--- src/rtl/lsu_ctrl.sv ---
// lsu_ctrl: converts RV32I byte/halfword/word loads and stores into
// whole-word data-memory accesses. Sub-word stores run a two-cycle
// read-modify-write; loads are lane-selected and sign/zero-extended.
// Optional feature macro: LSU_MISALIGN_TRAP_EN (misaligned requests are
// suppressed and flagged instead of being force-aligned).
module lsu_ctrl (
    input  logic        clk,
    input  logic        i_rst,
    input  logic        i_valid,
    output logic        o_ready,
    input  logic        i_load,
    input  logic        i_store,
    input  logic [2:0]  i_funct3,
    input  logic [31:0] i_addr,
    input  logic [31:0] i_store_data,
    output logic [31:0] o_load_data,
    output logic        o_done,
    output logic        o_misaligned,
    output logic        o_mem_read_en,
    output logic        o_mem_write_en,
    output logic [31:0] o_mem_addr,
    output logic [31:0] o_mem_wdata,
    input  logic [31:0] i_mem_rdata
);

    localparam int DATA_W = 32;

    localparam logic [1:0] SZ_B = 2'd0;
    localparam logic [1:0] SZ_H = 2'd1;
    localparam logic [1:0] SZ_W = 2'd2;

    typedef enum logic {
        IDLE      = 1'b0,
        RMW_WRITE = 1'b1
    } state_t;

    state_t state, state_nxt;

    // Access size from funct3; 011/110/111 fall through to word.
    function automatic logic [1:0] access_size(input logic [2:0] f3);
        case (f3[1:0])
            2'b00:   access_size = SZ_B;
            2'b01:   access_size = SZ_H;
            default: access_size = SZ_W;
        endcase
    endfunction

    // Select the addressed lane of a memory word and extend it to 32 bits.
    function automatic logic [DATA_W-1:0] load_extend(input logic [DATA_W-1:0] word,
                                                      input logic [2:0]        f3,
                                                      input logic [1:0]        off);
        logic [DATA_W-1:0]  shifted;
        logic signed [7:0]  lane_b;
        logic signed [15:0] lane_h;
        shifted = word >> {off, 3'b000};
        lane_b  = shifted[7:0];
        lane_h  = shifted[15:0];
        case (access_size(f3))
            SZ_B:    load_extend = f3[2] ? {24'd0, lane_b} : {{24{lane_b[7]}}, lane_b};
            SZ_H:    load_extend = f3[2] ? {16'd0, lane_h} : {{16{lane_h[15]}}, lane_h};
            default: load_extend = word;
        endcase
    endfunction

    // Replace the addressed byte/halfword lane of a word with store data.
    function automatic logic [DATA_W-1:0] merge_store(input logic [DATA_W-1:0] word,
                                                      input logic [DATA_W-1:0] data,
                                                      input logic [2:0]        f3,
                                                      input logic [1:0]        off);
        logic [DATA_W-1:0] lane_mask;
        logic [DATA_W-1:0] lane_data;
        if (access_size(f3) == SZ_B) begin
            lane_mask = 32'h0000_00FF << {off, 3'b000};
            lane_data = {24'd0, data[7:0]} << {off, 3'b000};
        end else begin
            lane_mask = 32'h0000_FFFF << {off, 3'b000};
            lane_data = {16'd0, data[15:0]} << {off, 3'b000};
        end
        merge_store = (word & ~lane_mask) | lane_data;
    endfunction

    logic [1:0]        req_size;
    logic [1:0]        lane_off;
    logic              req_trap;
    logic              is_load;
    logic              is_store;
    logic              accept;
    logic              ld_go;
    logic              sw_go;
    logic              rmw_go;
    logic [DATA_W-1:0] addr_p1;
    logic [DATA_W-1:0] merged_p1;

    // Request decode: size, lane offset, misalignment handling.
    always_comb begin
        req_size = access_size(i_funct3);
        is_load  = i_load;
        is_store = i_store & ~i_load;
`ifdef LSU_MISALIGN_TRAP_EN
        lane_off = i_addr[1:0];
        req_trap = (i_load | i_store) &
                   (((req_size == SZ_H) & i_addr[0]) |
                    ((req_size == SZ_W) & (i_addr[1:0] != 2'b00)));
`else
        req_trap = 1'b0;
        case (req_size)
            SZ_B:    lane_off = i_addr[1:0];
            SZ_H:    lane_off = {i_addr[1], 1'b0};
            default: lane_off = 2'b00;
        endcase
`endif
        accept = (state == IDLE) & i_valid & ~i_rst;
        ld_go  = accept & ~req_trap & is_load;
        sw_go  = accept & ~req_trap & is_store & (req_size == SZ_W);
        rmw_go = accept & ~req_trap & is_store & (req_size != SZ_W);
    end

    // Memory-side outputs and next state.
    always_comb begin
        state_nxt      = state;
        o_ready        = (state == IDLE);
        o_mem_read_en  = ld_go | rmw_go;
        o_mem_write_en = sw_go;
        o_mem_addr     = {i_addr[31:2], 2'b00};
        o_mem_wdata    = i_store_data;
        case (state)
            IDLE: begin
                if (rmw_go) begin
                    state_nxt = RMW_WRITE;
                end
            end
            RMW_WRITE: begin
                o_mem_write_en = ~i_rst;
                o_mem_addr     = addr_p1;
                o_mem_wdata    = merged_p1;
                state_nxt      = IDLE;
            end
            default: state_nxt = IDLE;
        endcase
    end

    // State register.
    always_ff @(posedge clk) begin
        if (i_rst) begin
            state <= IDLE;
        end else begin
            state <= state_nxt;
        end
    end

    // Completion pulse, misalignment flag and registered load result.
    always_ff @(posedge clk) begin
        if (i_rst) begin
            o_done       <= 1'b0;
            o_misaligned <= 1'b0;
            o_load_data  <= '0;
        end else begin
            o_done       <= (accept & ~rmw_go) | (state == RMW_WRITE);
            o_misaligned <= accept & req_trap;
            if (ld_go) begin
                o_load_data <= load_extend(i_mem_rdata, i_funct3, lane_off);
            end
        end
    end

    // ---- stage p0 -> p1: latch read-modify-write word address and merged data
    always_ff @(posedge clk) begin
        if (rmw_go) begin
            addr_p1   <= {i_addr[31:2], 2'b00};
            merged_p1 <= merge_store(i_mem_rdata, i_store_data, i_funct3, lane_off);
        end
    end

endmodule

--- config.mk ---
export PLATFORM = sky130hd
export DESIGN_NAME = lsu_ctrl
export DESIGN_NICKNAME = d
export VERILOG_FILES = /design/src/rtl/lsu_ctrl.sv
export SDC_FILE = /design/constraint.sdc
export NUM_CORES = 1
export LEC_CHECK = 0
export CORE_MARGIN = 1.5
export CORE_UTILIZATION = 30
export CTS_BUF_LIST = sky130_fd_sc_hd__clkbuf_8
export DETAILED_ROUTE_END_ITERATION = 8
export GPL_ROUTABILITY_DRIVEN = 0
export REMOVE_ABC_BUFFERS = 1
export SYNTH_ARGS = -nofsm -noshare
export SYNTH_HDL_FRONTEND = slang
export SYNTH_SLANG_ARGS = --single-unit
--- constraint.sdc ---
create_clock -name clk -period 6.3 [get_ports clk]
set_input_delay 0.945 -clock clk [delete_from_list [all_inputs] [get_ports clk]]
set_output_delay 0.945 -clock clk [all_outputs]
set_load 0.02 [all_outputs]
# [Word level (Yosys, flattened, before mapping)]
# Index checks and enable logic that the tools add are counted.
[word_totals] ff_bits=96
[classes] eq_ne=5 n_shift=5 muxes=17 n_bitwise=17 reduce_logical=4
[ops] operator="$mux 32" count=8
[ops] operator="$pmux 32 s2" count=1
[ops] operator="$and 32x32->32" count=1
[ops] operator="$not 32->32" count=1
[ops] operator="$or 32x32->32" count=1
[ops] operator="$shl 16x5->32" count=1
[ops] operator="$shl 16x5->32 const A" count=1
[ops] operator="$shl 8x5->32" count=1
[ops] operator="$shl 8x5->32 const A" count=1
[ops] operator="$shr 32x5->16" count=1
[ops] operator="$and 1x1->1" count=8
[ops] operator="$logic_not 2->1" count=4
[ops] operator="$pmux 2 s2" count=2
[ops] operator="$eq 2x1->1 const B" count=3
[ops] operator="$mux 2" count=3
[ops] operator="$not 1->1" count=4
[ops] operator="$eq 2x2->1 const B" count=1
[ops] operator="$mux 1" count=2
[ops] operator="$ne 2x2->1 const B" count=1
[ops] operator="$or 1x1->1" count=2
[ops] operator="$pmux 1 s2" count=1

# [Logic depth before layout (Yosys ltp)]
# Gate-level depths: netlist of the first run.
[depth] word_depth=12 depth_mapped=7 mapped_depth_nobuf=4

# [Worst setup path before layout of the first run]
# OpenSTA, ideal clock, no wires.
[synth_path] kind="in2reg" startpoint="input port i_funct3[1]" endpoint="register addr_p1[10], enable pin" setup_ps=416 arrival_time_ps=2808 required_ps=5884 path_slack_ps=3076 cell_stages=4 cell_sequence="buf_2 -> nor4b_1 -> nand2_1 -> inv_1"
[synth_between] elab_chain_len=4 elab_cells_between_ends=5 cone_classes="eq/ne: 2; mux: 1; bitwise: 1; reduce/logical: 1"
[synth_lines] item="start, declared" line="13" rtl="input logic [2:0] i_funct3,"
[synth_lines] item="$eq 2x1->1 / $logic_not 2->1 (equally long branches)" line="41" rtl="case (f3[1:0])"
[synth_lines] item="$pmux 2 s2 *" line="41"
[synth_lines] item="$ne 2x2->1 *" line="115" rtl="rmw_go = accept & ~req_trap & is_store & (req_size != SZ_W);"
[synth_lines] item="$and 1x1->1 *" line="115"
[synth_lines] item="named net rmw_go" line="90" rtl="logic rmw_go;"
[synth_lines] item="end signal, assigned" line="169" rtl="addr_p1 <= {i_addr[31:2], 2'b00};"
[synth_lines] item="end, declared" line="91" rtl="logic [DATA_W-1:0] addr_p1;"
# Mark *: on every way through the listed nets, which the timed path passes. The rest lies on a longest branch.
# A chain may end at the register's enable or synchronous reset.

# [Worst setup path after layout of the first run]
[layout_path] startpoint="input port i_rst" endpoint="output port o_mem_read_en"
[layout_between] elab_chain_len=5 elab_cells_between_ends=6 cone_classes="bitwise: 6"
[layout_lines] item="start, declared" line="8" rtl="input logic i_rst,"
[layout_lines] item="$not 1->1 *" line="112" rtl="accept = (state == IDLE) & i_valid & ~i_rst;"
[layout_lines] item="$and 1x1->1 *" line="112"
[layout_lines] item="$and 1x1->1 (2 in series)" line="115"
[layout_lines] item="$or 1x1->1 *" line="122" rtl="o_mem_read_en = ld_go | rmw_go;"
[layout_lines] item="end, declared" line="19" rtl="output logic o_mem_read_en,"
# Every way passes the cells marked *; elsewhere a longest branch is shown, timed or not.

==> results.toml, run 1 <==
[place]
placement.io_buffers = 201
place_hpwl_mm = 12.2

[setup_path]
regToRegEndpoint = "merged_p1[1]"
maximum_fanout_encountered_on_the_critical_timing_path = 27
worstSetupStartpoint = "i_rst"
worst-path-buf-inv = 3
worst-path-stages = 5
reg2reg_slack_ns = 3.82
cp_common_cell = "clkdlybuf4s50_1"
crit_family = "buffers and inverters"
critical_path.max_stage_delay_ns = 0.78
timing.critical_path.to_type = "primary output"
cpMaxStageDelayCell = "nand4_1"
reg2reg_depth = 5
critPathKind = "input pin to primary output"
required_ns = 5.35
worst_ep_arrival_time_ns = 3.86
sequence_of_cells_on_the_critical_path = "clkdlybuf4s50_1, clkinv_1, nand4_1, nand2_1, clkdlybuf4s50_1"
startpoint_type_of_the_worst_setup_path = "input pin"
regToRegStartpoint = "state"
timing.critical_path.to = "o_mem_read_en"

[pwr]
switching_power_uw = 403
p_sw_frac = 0.277
design_power_total_uw = 1450
p_leak_uw = 0.00255
power.internal_uw = 1050
power.sequential.fraction = 0.482
ir_worst_vdd_mv = 0.0862
comb_power_share = 0.239
power.density_cell_area_nw_per_um2 = 195
clkPwrFrac = 0.279

[clock_tree]
clkSlewWorstSetupHoldPaths_ns = 0.09
cts.htree.levels = 3
cts_buffer_depth = 2
cts_hold_repair.buffers = 0
cts_resized = 0
cts_setup_buffers = 0
total_clock_buffers_created_by_cts = 9
clock_tree.root_cell = "clkbuf_8"
insertion_delay_ns = 0.37
clock_tree_from_tritoncts = "yes"
cts_sinks = 96

[yosys]
synth_warnings = 0
synth_enable_flop_cells = 62
synth.yosys.seq_area_share = 0.495
post_synth_main_area_contributors = "edfxtp_1, mux2_2, dfxtp_1"
ys.flop_type = "edfxtp_1"
yosys.cell_types.count = 49
yosys_register_bits = 96
post_synth_instance_area_um2 = 5130
ys_async_sr_fraction = 0
synth_largest_type_area_fraction = 0.363
syn_area_per_cell_um2 = 11.4
synth_top_area_cell = "edfxtp_1"
syn-instance-count = 450

[final_layout]
layout-area-overhead-vs-synth_pct = 45.7
num_antenna_cells = 0
nNetsFinal = 736
layout-drive-gt1-share = 0.174
finish.utilization = 0.449

[die]
floorplan.io_pins = 205
dieWidth_um = 134
start_util = 0.308
die_span_y_um = 134
die_area_um2 = 17900
fp-row-count = 47
area_of_the_core_region_um2 = 16600

[route]
total_number_of_vias = 4466
drt_pass1_iterations = 8
final_ant_viol_nets = 0
drt_drc_violations_left = 0
vias_per_cell = 5.21
detail_route.wl_per_cell_um = 19.6
detail_route.wirelength_mm = 16.8
drt_first_iter_violations = 376

[grt]
grt_pass1_vias = 4447
global_route.usage.total = 0.187
overflow = 0
antenna_found_initial = 0
grt_start_max_net_pins = 68
first_pass_grt_wire_length_mm = 25.8

[sta]
period_share = 0.762
setup_tns_ns = 0
final_period_minus_worst_setup_slack_ns = 4.80
fin_worst_skew_ns = 0.00460
timing_max_transition_violations_final = 0
max_freq_mhz = 208
worst_slew_pin_slew_ns = 0.973
rsz_0062_raised_after_global_routing = "no"
worst_slew_margin_relative_to_its_limit = 0.348
fin_worst_hold_slack_ns = 0.462
report.final.hold_viol_count = 0
setup_viol_count_final = 0

[flow_run]
maxCapViolations = 0

[hold_path]
hp-start = "o_load_data[2]"
worstHoldPathType = "flop to flop"

[run_status]
outcome = "finished, final reports clean"
==> cells by family after synthesis <==
kind of cell | synth area share
flip-flops | 0.495
buffers and inverters | 0.0449
AO/OA/AOI/OAI | 0.157
multiplexers | 0.179
AND/OR/NAND/NOR | 0.122
other | 0.000731
==> worst min path at each step <==
stage	endpoint	slack, ns	depth (start not counted)
2_1_floorplan	o_load_data[2]	0.53	2
3_3_place_gp	o_load_data[2]	0.45	2
3_5_place_dp	o_load_data[2]	0.45	2
4_1_cts	o_load_data[2]	0.46	2
5_1_grt	o_load_data[2]	0.48	2
6_report	o_load_data[2]	0.46	2
==> placed cells by master, fill, tap and decap left out, drive strengths merged, types with 2 or more instances in the layout <==
cell type,count
nor2,25
o32a,4
nand2,35
inv,7
o221ai,16
nand3b,7
a21oi,21
clkinv,3
nand3,12
or3,2
o21ai,20
or3b,2
conb,3
nand4b,7
buf,6
mux2,78
o211ai,2
a32o,4
a31o,2
clkdlybuf4s50,201
edfxtp,62
clkinvlp,3
nor3,2
a22o,24
dfxtp,34
a31oi,3
clkbuf,9
and2,16
mux2i,2
o21a,7
nor2b,3
nand2b,2
==> state kept, by name (all words and copies together) (netlist names) <==
| signal | flops |
|---|---|
| addr_p1 | 30 |
| merged_p1 | 32 |
| o_done | 1 |
| o_load_data | 32 |
| state | 1 |
==> synthesized netlist by cell type, types with 11 or more instances <==
library cell and count:
nand2_1 35, o21ai_0 15, edfxtp_1 62, buf_2 19, nor2_1 25, mux2_2 78, a22o_1 24, o221ai_1 16
nand3_1 12, a21oi_1 21, and2_1 16, clkbuf_1 11, dfxtp_1 34
==> layer usage <==
layer	GRT usage	up-vias	wire [um]
met5	0	-	0
met4	0.0809	0	428
met3	0.0412	24	1300
met2	0.301	217	7860
met1	0.242	2156	7230
li1	-	2069	-
==> worst reg2reg max path, stage by stage, from the launching register on <==
cell     delay, ns
dfxtp_2       0.32
buf_4         0.36
nor4b_1       0.51
nand2_1       0.18
inv_2         0.07
buf_4         0.61
==> power by group through the flow <==
stage               Combinational [uW]  Clock, uW  Sequential [uW]
floorplan                          142          0              729
global placement                   343          0              715
detailed placement                 347          0              716
CTS                                349        419              701
global route                       370        450              704
finish                             348        405              701
==> stage by stage <==
| step | area (um2) | instances | worst slack, ns |
|---|---|---|---|
| final | 7480 | 857 | 1.50 |
| after global routing | 7480 | 857 | 1.38 |
| after CTS | 7480 | 857 | 1.55 |
| after detailed placement | 7290 | 841 | 1.56 |
| after global placement | 7290 | 841 | 1.64 |
| after floorplan | 4940 | 414 | 1.10 |
==> layout make-up <==
type	instances	area [um2]
sequential	96	2540
fill	1525	9170
tap	220	275
timing repair buffer	207	2060
clock inverter	7	63.8
multi-input combinational	311	2390
clock buffer	9	124
inverter	7	26.3
Note: power is estimated with default switching activity, not from simulation.
==> inputs of run 2 (changes only) <==
clock period = 3.9 ns   (was 6.3 ns; I/O delays follow)
==> results.toml, run 2 (synthesis results as in run 1) <==
[die]
die_area_um2 = 17900
start_util = 0.308
floorplan.io_pins = 205
die_span_y_um = 134
area_of_the_core_region_um2 = 16600
fp-row-count = 47
dieWidth_um = 134

[sta]
setup_tns_ns = 0
fin_worst_skew_ns = 0.00570
setup_slack_ns = 0.582
setup_viol_count_final = 0
report.final.hold_viol_count = 0
fin_worst_hold_slack_ns = 0.475
max_freq_mhz = 301
rsz_0062_raised_after_global_routing = "no"
worst_slew_pin_slew_ns = 1.04
period_share = 0.851
timing_max_transition_violations_final = 0
worst_slew_margin_relative_to_its_limit = 0.305
final_period_minus_worst_setup_slack_ns = 3.32

[clock_tree]
cts_buffer_depth = 2
clock_tree_from_tritoncts = "yes"
cts.htree.levels = 3
cts_setup_buffers = 0
cts_hold_repair.buffers = 0
clkSlewWorstSetupHoldPaths_ns = 0.09
total_clock_buffers_created_by_cts = 9
cts_sinks = 96
clock_tree.root_cell = "clkbuf_8"
cts_resized = 0
insertion_delay_ns = 0.37

[setup_path]
cpMaxStageDelayCell = "dfxtp_2"
startpoint_type_of_the_worst_setup_path = "flop"
maximum_fanout_encountered_on_the_critical_timing_path = 43
sequence_of_cells_on_the_critical_path = "buf_4, mux2_2, clkdlybuf4s50_1"
worstSetupStartpoint = "state"
critical_path.max_stage_delay_ns = 1.02
regToRegStartpoint = "state"
required_ns = 3.31
crit_family = "flip-flops"
worst_ep_arrival_time_ns = 2.73
worst-path-buf-inv = 2
critPathKind = "flop to primary output"
timing.critical_path.to_type = "primary output"

[place]
placement.io_buffers = 201
place_area_um2 = 7350
dpl_worst_slack_ns = 0.873
place_hpwl_mm = 12.3

[route]
detail_route.wl_per_cell_um = 19.4
vias_per_cell = 5.10
final_ant_viol_nets = 0
detail_route.wirelength_mm = 16.8
drt_first_iter_violations = 280
drt_pass1_iterations = 7
drt_drc_violations_left = 0
total_number_of_vias = 4403

[pwr]
p_leak_uw = 0.00260
power.density_cell_area_nw_per_um2 = 319
power.sequential.fraction = 0.471
comb_power_share = 0.234
clkPwrFrac = 0.296
switching_power_uw = 641
ir_worst_vdd_mv = 0.163
p_sw_frac = 0.266
power.internal_uw = 1770

[grt]
met2_usage = 0.293
global_route.usage.total = 0.184
first_pass_grt_wire_length_mm = 25.5
antenna_found_initial = 0
grt_busiest_layer = "met2"
overflow = 0
grt_start_max_net_pins = 63
grt_pass1_vias = 4438
met3_resource_use_gr = 0.0522
grtUsageMet1 = 0.238

[final_layout]
layout-area-overhead-vs-synth_pct = 47.2
most_common_library_cell_in_the_layout_ignoring_fill_and_taps = "clkdlybuf4s50_1"
top_regs = "merged_p1 x32, o_load_data x32, addr_p1 x30"
layout_common_cells = "clkdlybuf4s50_1, mux2_2, edfxtp_1"
finish.instance_area_um2 = 7560
finish.utilization = 0.454
layout-drive-gt1-share = 0.184
num_antenna_cells = 0
nNetsFinal = 742

[run_status]
outcome = "finished, final reports clean"

[hold_path]
hp-start = "o_load_data[2]"
worstHoldPathType = "flop to flop"

[flow_run]
maxCapViolations = 0
-- run 2: through the flow --
stage | std cells | total power (uW)
finish | 863 | 2410
detailed placement | 847 | 1720
floorplan | 414 | 1410
CTS | 863 | 2440
global placement | 847 | 1710
global route | 863 | 2520
-- run 2: power by group through the flow --
stage	clock (uW)	sequential, uW	combinational (uW)
after global placement	0	1160	556
after floorplan	0	1180	229
after CTS	735	1130	566
after global routing	778	1140	600
final	713	1130	563
after detailed placement	0	1160	562
-- run 2: final timing paths --
kind | end | slack [ns] | cells after the start
max | o_mem_addr[14] | 0.58 | 3
min | o_load_data[2] | 0.48 | 2
max reg2reg | o_load_data[26] | 1.68 | 5
min reg2reg | o_load_data[2] | 0.48 | 2
-- run 2: layout make-up --
cell class | instances | area (um2)
inverters | 7 | 26.3
well taps | 220 | 275
clock buffers | 9 | 124
clock inverters | 7 | 86.3
fillers | 1529 | 9080
multi-input cells | 311 | 2390
repair buffers | 213 | 2110
flip-flops and latches | 96 | 2540
-- run 2: per-layer routing --
layer,vias up,share of wire
met5,-,0
met4,0,0.025
met3,22,0.089
met2,193,0.46
met1,2100,0.42
li1,2088,-
-- run 2: worst register-to-register path: stages, from the launching register on --
cell and delay, ns:
dfxtp_2 0.64, nor4bb_4 0.39, buf_4 0.43, o211ai_4 0.31, o221ai_1 0.27, a21oi_1 0.06
==> inputs of run 3 (changes only) <==
CORE_UTILIZATION = 28   (was 30)
==> results.toml, run 3 (synthesis results as in run 1) <==
[sta]
report.final.hold_viol_count = 0
worst_slew_margin_relative_to_its_limit = 0.343
max_freq_mhz = 324
fin_worst_skew_ns = 0.0118
worst_slew_pin_slew_ns = 0.980
setup_slack_ns = 0.815
setup_viol_count_final = 0
fin_worst_hold_slack_ns = 0.503
period_share = 0.791
rsz_0062_raised_after_global_routing = "no"
timing_max_transition_violations_final = 0
final_period_minus_worst_setup_slack_ns = 3.09

[pwr]
comb_power_share = 0.236
power.density_cell_area_nw_per_um2 = 315
p_leak_uw = 0.00260
p_sw_frac = 0.268
power.sequential.fraction = 0.479
power.internal_uw = 1740
ir_worst_vdd_mv = 0.134
clkPwrFrac = 0.285
switching_power_uw = 635

[final_layout]
top_regs = "merged_p1 x32, o_load_data x32, addr_p1 x30"
most_common_library_cell_in_the_layout_ignoring_fill_and_taps = "clkdlybuf4s50_1"
layout-drive-gt1-share = 0.182
num_antenna_cells = 0
nNetsFinal = 741
layout-area-overhead-vs-synth_pct = 46.9
layout_common_cells = "clkdlybuf4s50_1, mux2_2, edfxtp_1"
fillerInstances = 1664

[place]
placement.io_buffers = 201
dpl_worst_slack_ns = 0.836
place_hpwl_mm = 12.3

[setup_path]
critPathKind = "input pin to primary output"
timing.critical_path.to_type = "primary output"
crit_family = "buffers and inverters"
sequence_of_cells_on_the_critical_path = "clkdlybuf4s50_1, nor4b_1, nand2_1, nand2_1, clkdlybuf4s50_1"
maximum_fanout_encountered_on_the_critical_timing_path = 8
startpoint_type_of_the_worst_setup_path = "input pin"
cpMaxStageDelayCell = "clkdlybuf4s50_1"
required_ns = 3.31
critical_path.max_stage_delay_ns = 0.60
worst-path-buf-inv = 2
worst_ep_arrival_time_ns = 2.50

[route]
drt_pass1_iterations = 5
detail_route.wirelength_mm = 16.6
final_ant_viol_nets = 0
drt_first_iter_violations = 335
detail_route.wl_per_cell_um = 19.1
vias_per_cell = 5.08
drt_drc_violations_left = 0
total_number_of_vias = 4425

[die]
die_span_y_um = 138
area_of_the_core_region_um2 = 18000
fp-row-count = 49
die_area_um2 = 19200
floorplan.io_pins = 205
start_util = 0.286
dieWidth_um = 138

[clock_tree]
clock_tree_from_tritoncts = "yes"
cts.htree.levels = 3
cts_buffer_depth = 2
cts_hold_repair.buffers = 0
clkSlewWorstSetupHoldPaths_ns = 0.09
clock_tree.root_cell = "clkbuf_8"
total_clock_buffers_created_by_cts = 9
cts_setup_buffers = 0
cts_resized = 0
cts_sinks = 96
insertion_delay_ns = 0.38

[grt]
antenna_found_initial = 0
grt_start_max_net_pins = 68
global_route.usage.total = 0.171
overflow = 0
grt_pass1_vias = 4468
first_pass_grt_wire_length_mm = 25.6

[hold_path]
worstHoldPathType = "flop to flop"

[flow_run]
maxCapViolations = 0

[run_status]
outcome = "finished, final reports clean"
## run 3: path summary, 6_finish.rpt
kind         slack (ns)           start  depth (start not counted)              to
max                0.81           i_rst                          5   o_mem_read_en
min                0.50  o_load_data[2]                          2  o_load_data[2]
max reg2reg        1.47           state                          4   merged_p1[22]
min reg2reg        0.50  o_load_data[2]                          2  o_load_data[2]
## run 3: cell type report
class	instances	area, um2	area share
inverter	7	26.3	0.00348
clock buffer	11	151	0.0201
timing repair buffer	212	2090	0.278
tap	229	287	0.0380
clock inverter	5	47.5	0.00631
multi-input combinational	311	2390	0.317
sequential	96	2550	0.338
## run 3: per-layer routing
| metal | vias up | global-route usage | share of wire |
|---|---|---|---|
| met5 | - | 0 | 0 |
| met3 | 32 | 0.0329 | 0.060 |
| met4 | 0 | 0.0875 | 0.032 |
| li1 | 2081 | - | - |
| met2 | 183 | 0.279 | 0.47 |
| met1 | 2129 | 0.217 | 0.43 |
## run 3: power by group through the flow
stage          combinational, uW  clock, uW  sequential, uW
3_5_place_dp                 558          0            1160
2_1_floorplan                229          0            1180
4_1_cts                      562        700            1140
6_report                     560        676            1140
3_3_place_gp                 552          0            1160
5_1_grt                      595        747            1140
## run 3: worst min-delay path, stage by stage, from the launching register on
cell and delay, ns:
dfxtp_1 0.34, nand2_1 0.06, a21oi_1 0.06
## run 3: metrics by stage
step,instance area [um2],TNS [ns],total power (uW),cells,utilization
after CTS,7540,0,2400,871,0.420
after global routing,7540,0,2480,871,0.420
after detailed placement,7340,0,1720,855,0.409
after floorplan,4940,-33.60,1410,414,-
final,7540,0,2370,871,0.420
after global placement,7340,0,1710,855,0.409
==> patch 1: new RTL, settings of run 3 <==
Build with the macro `LSU_MISALIGN_TRAP_EN` defined.
--- a/src/rtl/lsu_ctrl.sv
+++ b/src/rtl/lsu_ctrl.sv
@@ -4,4 +4,6 @@
 // Optional feature macro: LSU_MISALIGN_TRAP_EN (misaligned requests are
 // suppressed and flagged instead of being force-aligned).
+`define LSU_MISALIGN_TRAP_EN
+
 module lsu_ctrl (
     input  logic        clk,
Formal check against the unedited RTL: not equivalent (a bounded check fails within 4 cycles, from zero or initial values and one cycle with i_rst high).
==> patch 1 against run 3 <==
  * Worst hold slack worse by 0.040 ns
  * Maximum frequency is 7.2% lower
  * Non-clock buffer count is 4 higher
  * Synthesized area decreased by 1.6%
  * Sequential cell count up 1
  * Sequential share of layout area rose by 0.45 points
  * Total power decreased by 0.89%
  * Final area decreased by 0.63%
  * Routed wire length is 0.62% lower
  * Setup slack worse by 0.24 ns
  * Critical path type is now flip-flop to output pin
  * Largest power group unchanged
==> patch 1: results (changes against run 3) <==
Global routing
  • Vias in the first global route: 4199 (was 4468)
  • All-Layer GR Usage: 17.1% (about the same)
  • First-pass GRT wire length: 23.9 mm (was 25.6 mm)
  • Initial antenna violation count: 2 (was 0)
  • Largest net degree at the start of global routing: 49 (was 68)

Logic synthesis
  • Sequential area share after synthesis: 50.7% (was 49.5%)
  • Distinct cells, synth: 42 (was 49)
  • Dominant cells by area after synthesis: edfxtp_1, mux2_2, dfxtp_1 (unchanged)
  • Warnings, synthesis: 0 (unchanged)
  • Post-synth top cells: mux2_2, edfxtp_1, nand2_1 (unchanged)

Worst hold path
  • Hold Crit Endpoint: o_load_data[3] (was o_load_data[2])
  • Worst hold start: o_load_data[3] (was o_load_data[2])
  • Hold path cells: 2 (unchanged)

Setup path
  • CP Data Arrival Time: 2.74 ns (was 2.50 ns)
  • Critical Path Source Type: flip-flop (was input port)
  • Critical Path Fanout Max: 36 (was 8)
  • R2R Path Start: state (unchanged)
  • FF-to-FF setup slack: 1.36 ns (was 1.47 ns)
  • R2r endpoint: merged_p1[24] (was merged_p1[22])

Clocking
  • Post-CTS Setup Inserts: 0 (unchanged)
  • CTS clk-pin slew, worst paths: 0.09 ns (about the same)

Drt
  • Max Used Layer: met5 (was met4)
  • 1st-iter DRT viols: 334 (was 335)
  • Met2 WL post-DR: 7.88 mm (was 7.89 mm)
  • Final WL: 16.5 mm (was 16.6 mm)
  • Via-to-Cell Ratio: 4.97 (was 5.08)
  • Met1 WL: 7.20 mm (about the same)

Place
  • Hpwl dp: 12.3 mm (about the same)
  • Dpl cell area: 0.00729 mm² (was 0.00734 mm²)
  • Number of port buffers: 202 (was 201)

Timing
  • Hold_ws: 0.463 ns (was 0.503 ns)
  • Slew headroom: 43.0% (was 34.3%)
  • Worst Skew: 0.0101 ns (was 0.0118 ns)

Finish
  • Final nets: 740 (was 741)
  • Layout fillers: 1653 (was 1664)
  • Fraction of layout cells with a size suffix above 1: 17.6% (was 18.2%)

Pwr
  • Cell-internal power: 1.72 mW (was 1.74 mW)
  • Peak supply drop: 0.139 mV (was 0.134 mV)
  • Pleak: 2.60 nW (about the same)

Status
  • Outcome: complete, no violations (unchanged)
patch 1: cell families (layout without fill, tap and decap cells):
| kind of cell | Yosys count | count (layout) | share of synthesized area, % |
|---|---|---|---|
| mux | 87 | 87 | 19.2 |
| simple gates | 118 | 118 | 10.4 |
| buf+inv | 45 | 238 | 4.14 |
| compound gates | 99 | 99 | 15.5 |
| other cells | 1 | 3 | 0.0742 |
| flops | 97 | 97 | 50.7 |
patch 1: worst max-delay path by stage:
stage / end / cells after the start
after floorplan: addr_p1[10] / 3
after global placement: o_load_data[27] / 6
after detailed placement: o_load_data[19] / 6
after CTS: o_mem_addr[16] / 3
after global routing: o_mem_addr[24] / 3
final: o_mem_addr[24] / 3
patch 1: metrics by stage:
step,std cells,util (%),setup WS (ns)
global placement,850,41.7,0.788
floorplan,409,-,0.452
CTS,866,42.9,0.519
finish,867,42.9,0.574
global route,867,42.9,0.423
detailed placement,850,41.7,0.756
patch 1: power by group through the flow:
stage | clock network [mW] | registers [mW] | logic, mW
6_report | 0.692 | 1.13 | 0.526
5_1_grt | 0.752 | 1.14 | 0.561
4_1_cts | 0.718 | 1.13 | 0.528
3_5_place_dp | 0 | 1.16 | 0.525
3_3_place_gp | 0 | 1.16 | 0.518
2_1_floorplan | 0 | 1.17 | 0.208
patch 1: area by class of cell:
type / instances / area share, %
Clock buffer: 11 / 2.02
Multi-Input combinational cell: 306 / 30.5
Sequential cell: 97 / 34.2
Inverter: 6 / 0.301
Timing Repair Buffer: 216 / 28.6
Antenna cell: 1 / 0.0334
Clock inverter: 5 / 0.635
Tap cell: 225 / 3.76
patch 1: critical path, cell delays in order, from the launching register on:
cell and delay (ns):
dfxtp_2 0.89, buf_4 0.49, mux2_2 0.39, clkdlybuf4s50_1 0.54
patch 1: per-layer routing:
layer,track usage [%],vias up
li1,-,2066
met1,21.7,2037
met2,28.4,175
met3,3.64,32
met4,6.55,2
met5,0,-
==> patch 2: new RTL, settings of run 3 <==
Without the edit above. Make the reset (`i_rst`) asynchronous in 2 clocked blocks.
--- a/src/rtl/lsu_ctrl.sv
+++ b/src/rtl/lsu_ctrl.sv
@@ -141,5 +141,5 @@
 
     // State register.
-    always_ff @(posedge clk) begin
+    always_ff @(posedge clk or posedge i_rst) begin
         if (i_rst) begin
             state <= IDLE;
@@ -150,5 +150,5 @@
 
     // Completion pulse, misalignment flag and registered load result.
-    always_ff @(posedge clk) begin
+    always_ff @(posedge clk or posedge i_rst) begin
         if (i_rst) begin
             o_done       <= 1'b0;
Behaviour: differs if i_rst is asserted again (counterexample within 4 cycles, from zero or initial values and one cycle with i_rst high); with i_rst held inactive, the same outputs for 10 cycles.
==> patch 2 against run 3 <==
  * Synthesized cell count fell by 10%
  * Count of clock-buffer cells in the layout is 2 lower
  * Sequential cell count stayed put
  * Total power grew 11%
  * Worst hold slack lost 0.016 ns
  * Non-clock buffer count increased by 2
  * Synthesized area fell by 0.88%
  * Combinational power is 39% higher
  * Routed wire length is 1.3% lower
  * Sequential power grew 6%
  * Cell count down 4.7%
  * Setup slack worse by 0.089 ns
  * Final area about the same
  * Largest cell class unchanged
  * Highest routed layer unchanged
==> patch 2: results (changes against run 3) <==
Clocking
  • Inserted Clock Buffers: 9 (unchanged)
  • Max Buffers Root-to-Sink: 2 (unchanged)
  • CTS Root Cell: clkbuf_8 (unchanged)
  • Post-CTS Setup Inserts: 0 (unchanged)
  • Worst-Skew Late Latency: 0.37 ns
  • Post-cts resize count: 0 (unchanged)
  • H-tree Lvls: 3 (unchanged)
  • CTS clk-pin slew, worst paths: 0.09 ns (about the same)

Drt
  • 1st-iter DRT viols: 288 (was 335)
  • Drt first pass iters: 6 (was 5)
  • Drt wl/cell: 19.8 µm (was 19.1 µm)
  • Routed via count: 4254 (was 4425)

Pwr
  • Peak supply drop: 0.209 mV (was 0.134 mV)
  • Pleak: 2.68 nW (was 2.60 nW)

Place
  • Dpl ws: 0.694 ns (was 0.836 ns)
  • Placed cells: 814 (was 855)
  • Hpwl dp: 11.9 mm (was 12.3 mm)
  • Number of port buffers: 201 (unchanged)

Global routing
  • All-Layer GR Usage: 17.1% (about the same)
  • Initial antenna violation count: 0 (unchanged)
  • Largest net degree at the start of global routing: 64 (was 68)
  • Vias in the first global route: 4200 (was 4468)
  • First-pass GRT wire length: 24.1 mm (was 25.6 mm)

Logic synthesis
  • FFs w/ async S/R, synth: 35.4% (was 0%)
  • Sequential area share after synthesis: 53.3% (was 49.5%)
  • Post-synth EDFFs: 62 (unchanged)
  • Distinct cells, synth: 47 (was 49)
  • Syn_area_per_cell: 12.6 µm² (was 11.4 µm²)
  • Dominant cells by area after synthesis: edfxtp_1, mux2_2, dfrtp_1 (was edfxtp_1, mux2_2, dfxtp_1)
  • Warnings, synthesis: 0 (unchanged)
  • Post-synth top cells: mux2_2, edfxtp_1, a22o_1 (was mux2_2, edfxtp_1, nand2_1)
  • Largest area contributor in the netlist: edfxtp_1 (unchanged)

Setup path
  • CP Data Arrival Time: 2.59 ns (was 2.50 ns)
  • CP peak stage delay: 0.60 ns (about the same)
  • Critical Path Fanout Max: 50 (was 8)
  • CP max-delay cell: dfrtp_2 (was clkdlybuf4s50_1)

Finish
  • Diode count: 0 (unchanged)
  • Largest regs: merged_p1: 32 flops, o_load_data: 32 flops, addr_p1: 30 flops (unchanged)
  • Fraction of layout cells with a size suffix above 1: 20.5% (was 18.2%)
  • Layout Cells excl Fill: 830 (was 871)
  • Final nets: 700 (was 741)

Status
  • Outcome: complete, no violations (unchanged)

Timing
  • Worst Skew: 0.0129 ns (was 0.0118 ns)
  • Worst-margin pin slew: 0.845 ns (was 0.980 ns)

Worst hold path
  • Hold Crit Class: flip-flop to flip-flop (unchanged)
-- patch 2: through the flow --
stage	utilization, %	area (µm²)
after floorplan	-	4930
after global placement	41.1	7360
after detailed placement	41.1	7360
after CTS	42.1	7530
after global routing	42.1	7530
final	42.1	7530
-- patch 2: routing by layer --
| metal | part of all wire [%] | vias to the layer above | GRT usage (%) | wire length, µm |
|---|---|---|---|---|
| met5 | 0 | - | 0 | 0 |
| met4 | 2.2 | 0 | 7.06 | 355 |
| met3 | 7.8 | 22 | 3.53 | 1280 |
| met2 | 46 | 196 | 27.2 | 7510 |
| met1 | 44 | 2077 | 22.5 | 7250 |
| li1 | - | 1959 | - | - |
-- patch 2: power breakdown --
| part | internal [mW] | leakage (nW) | switching (mW) |
|---|---|---|---|
| registers | 1.16 | 0.965 | 0.0467 |
| clock network | 0.286 | 0.0943 | 0.358 |
| logic | 0.406 | 1.62 | 0.372 |
| total | 1.85 | 2.68 | 0.776 |
-- patch 2: area by class of cell --
class / count / area, µm²
Sequential cell: 96 / 2710
Multi-Input combinational cell: 271 / 2230
Clock inverter: 7 / 53.8
Fill cell: 1660 / 10400
Tap cell: 229 / 287
Inverter: 4 / 15.0
Timing Repair Buffer: 214 / 2110
Clock buffer: 9 / 124
-- patch 2: critical path, delay by kind of cell (launching register included) --
family	cells	cell delay [ns]
buf+inv	2	1.17
flops	1	0.60
mux	1	0.40
-- patch 2: worst paths after layout --
kind / start / endpoint / slack [ns] / depth (start not counted)
min in group asynchronous: i_rst / o_load_data[9] / 0.80 / 3
max in group asynchronous: i_rst / state / 2.74 / 3
max: state / o_mem_wdata[14] / 0.73 / 3
min: o_load_data[6] / o_load_data[6] / 0.49 / 2
min reg2reg: o_load_data[6] / o_load_data[6] / 0.49 / 2
max reg2reg: state / addr_p1[19] / 1.59 / 3
-- patch 2: cell families (layout without fill, tap and decap cells) --
| group | after synthesis | in the layout | synth area share [%] |
|---|---|---|---|
| buffers and inverters | 39 | 234 | 3.54 |
| other | 1 | 3 | 0.0737 |
| AOI/OAI and AO/OA | 107 | 107 | 16.7 |
| muxes | 82 | 82 | 18.1 |
| and+or+nand+nor | 79 | 79 | 8.31 |
| DFF | 96 | 96 | 53.3 |
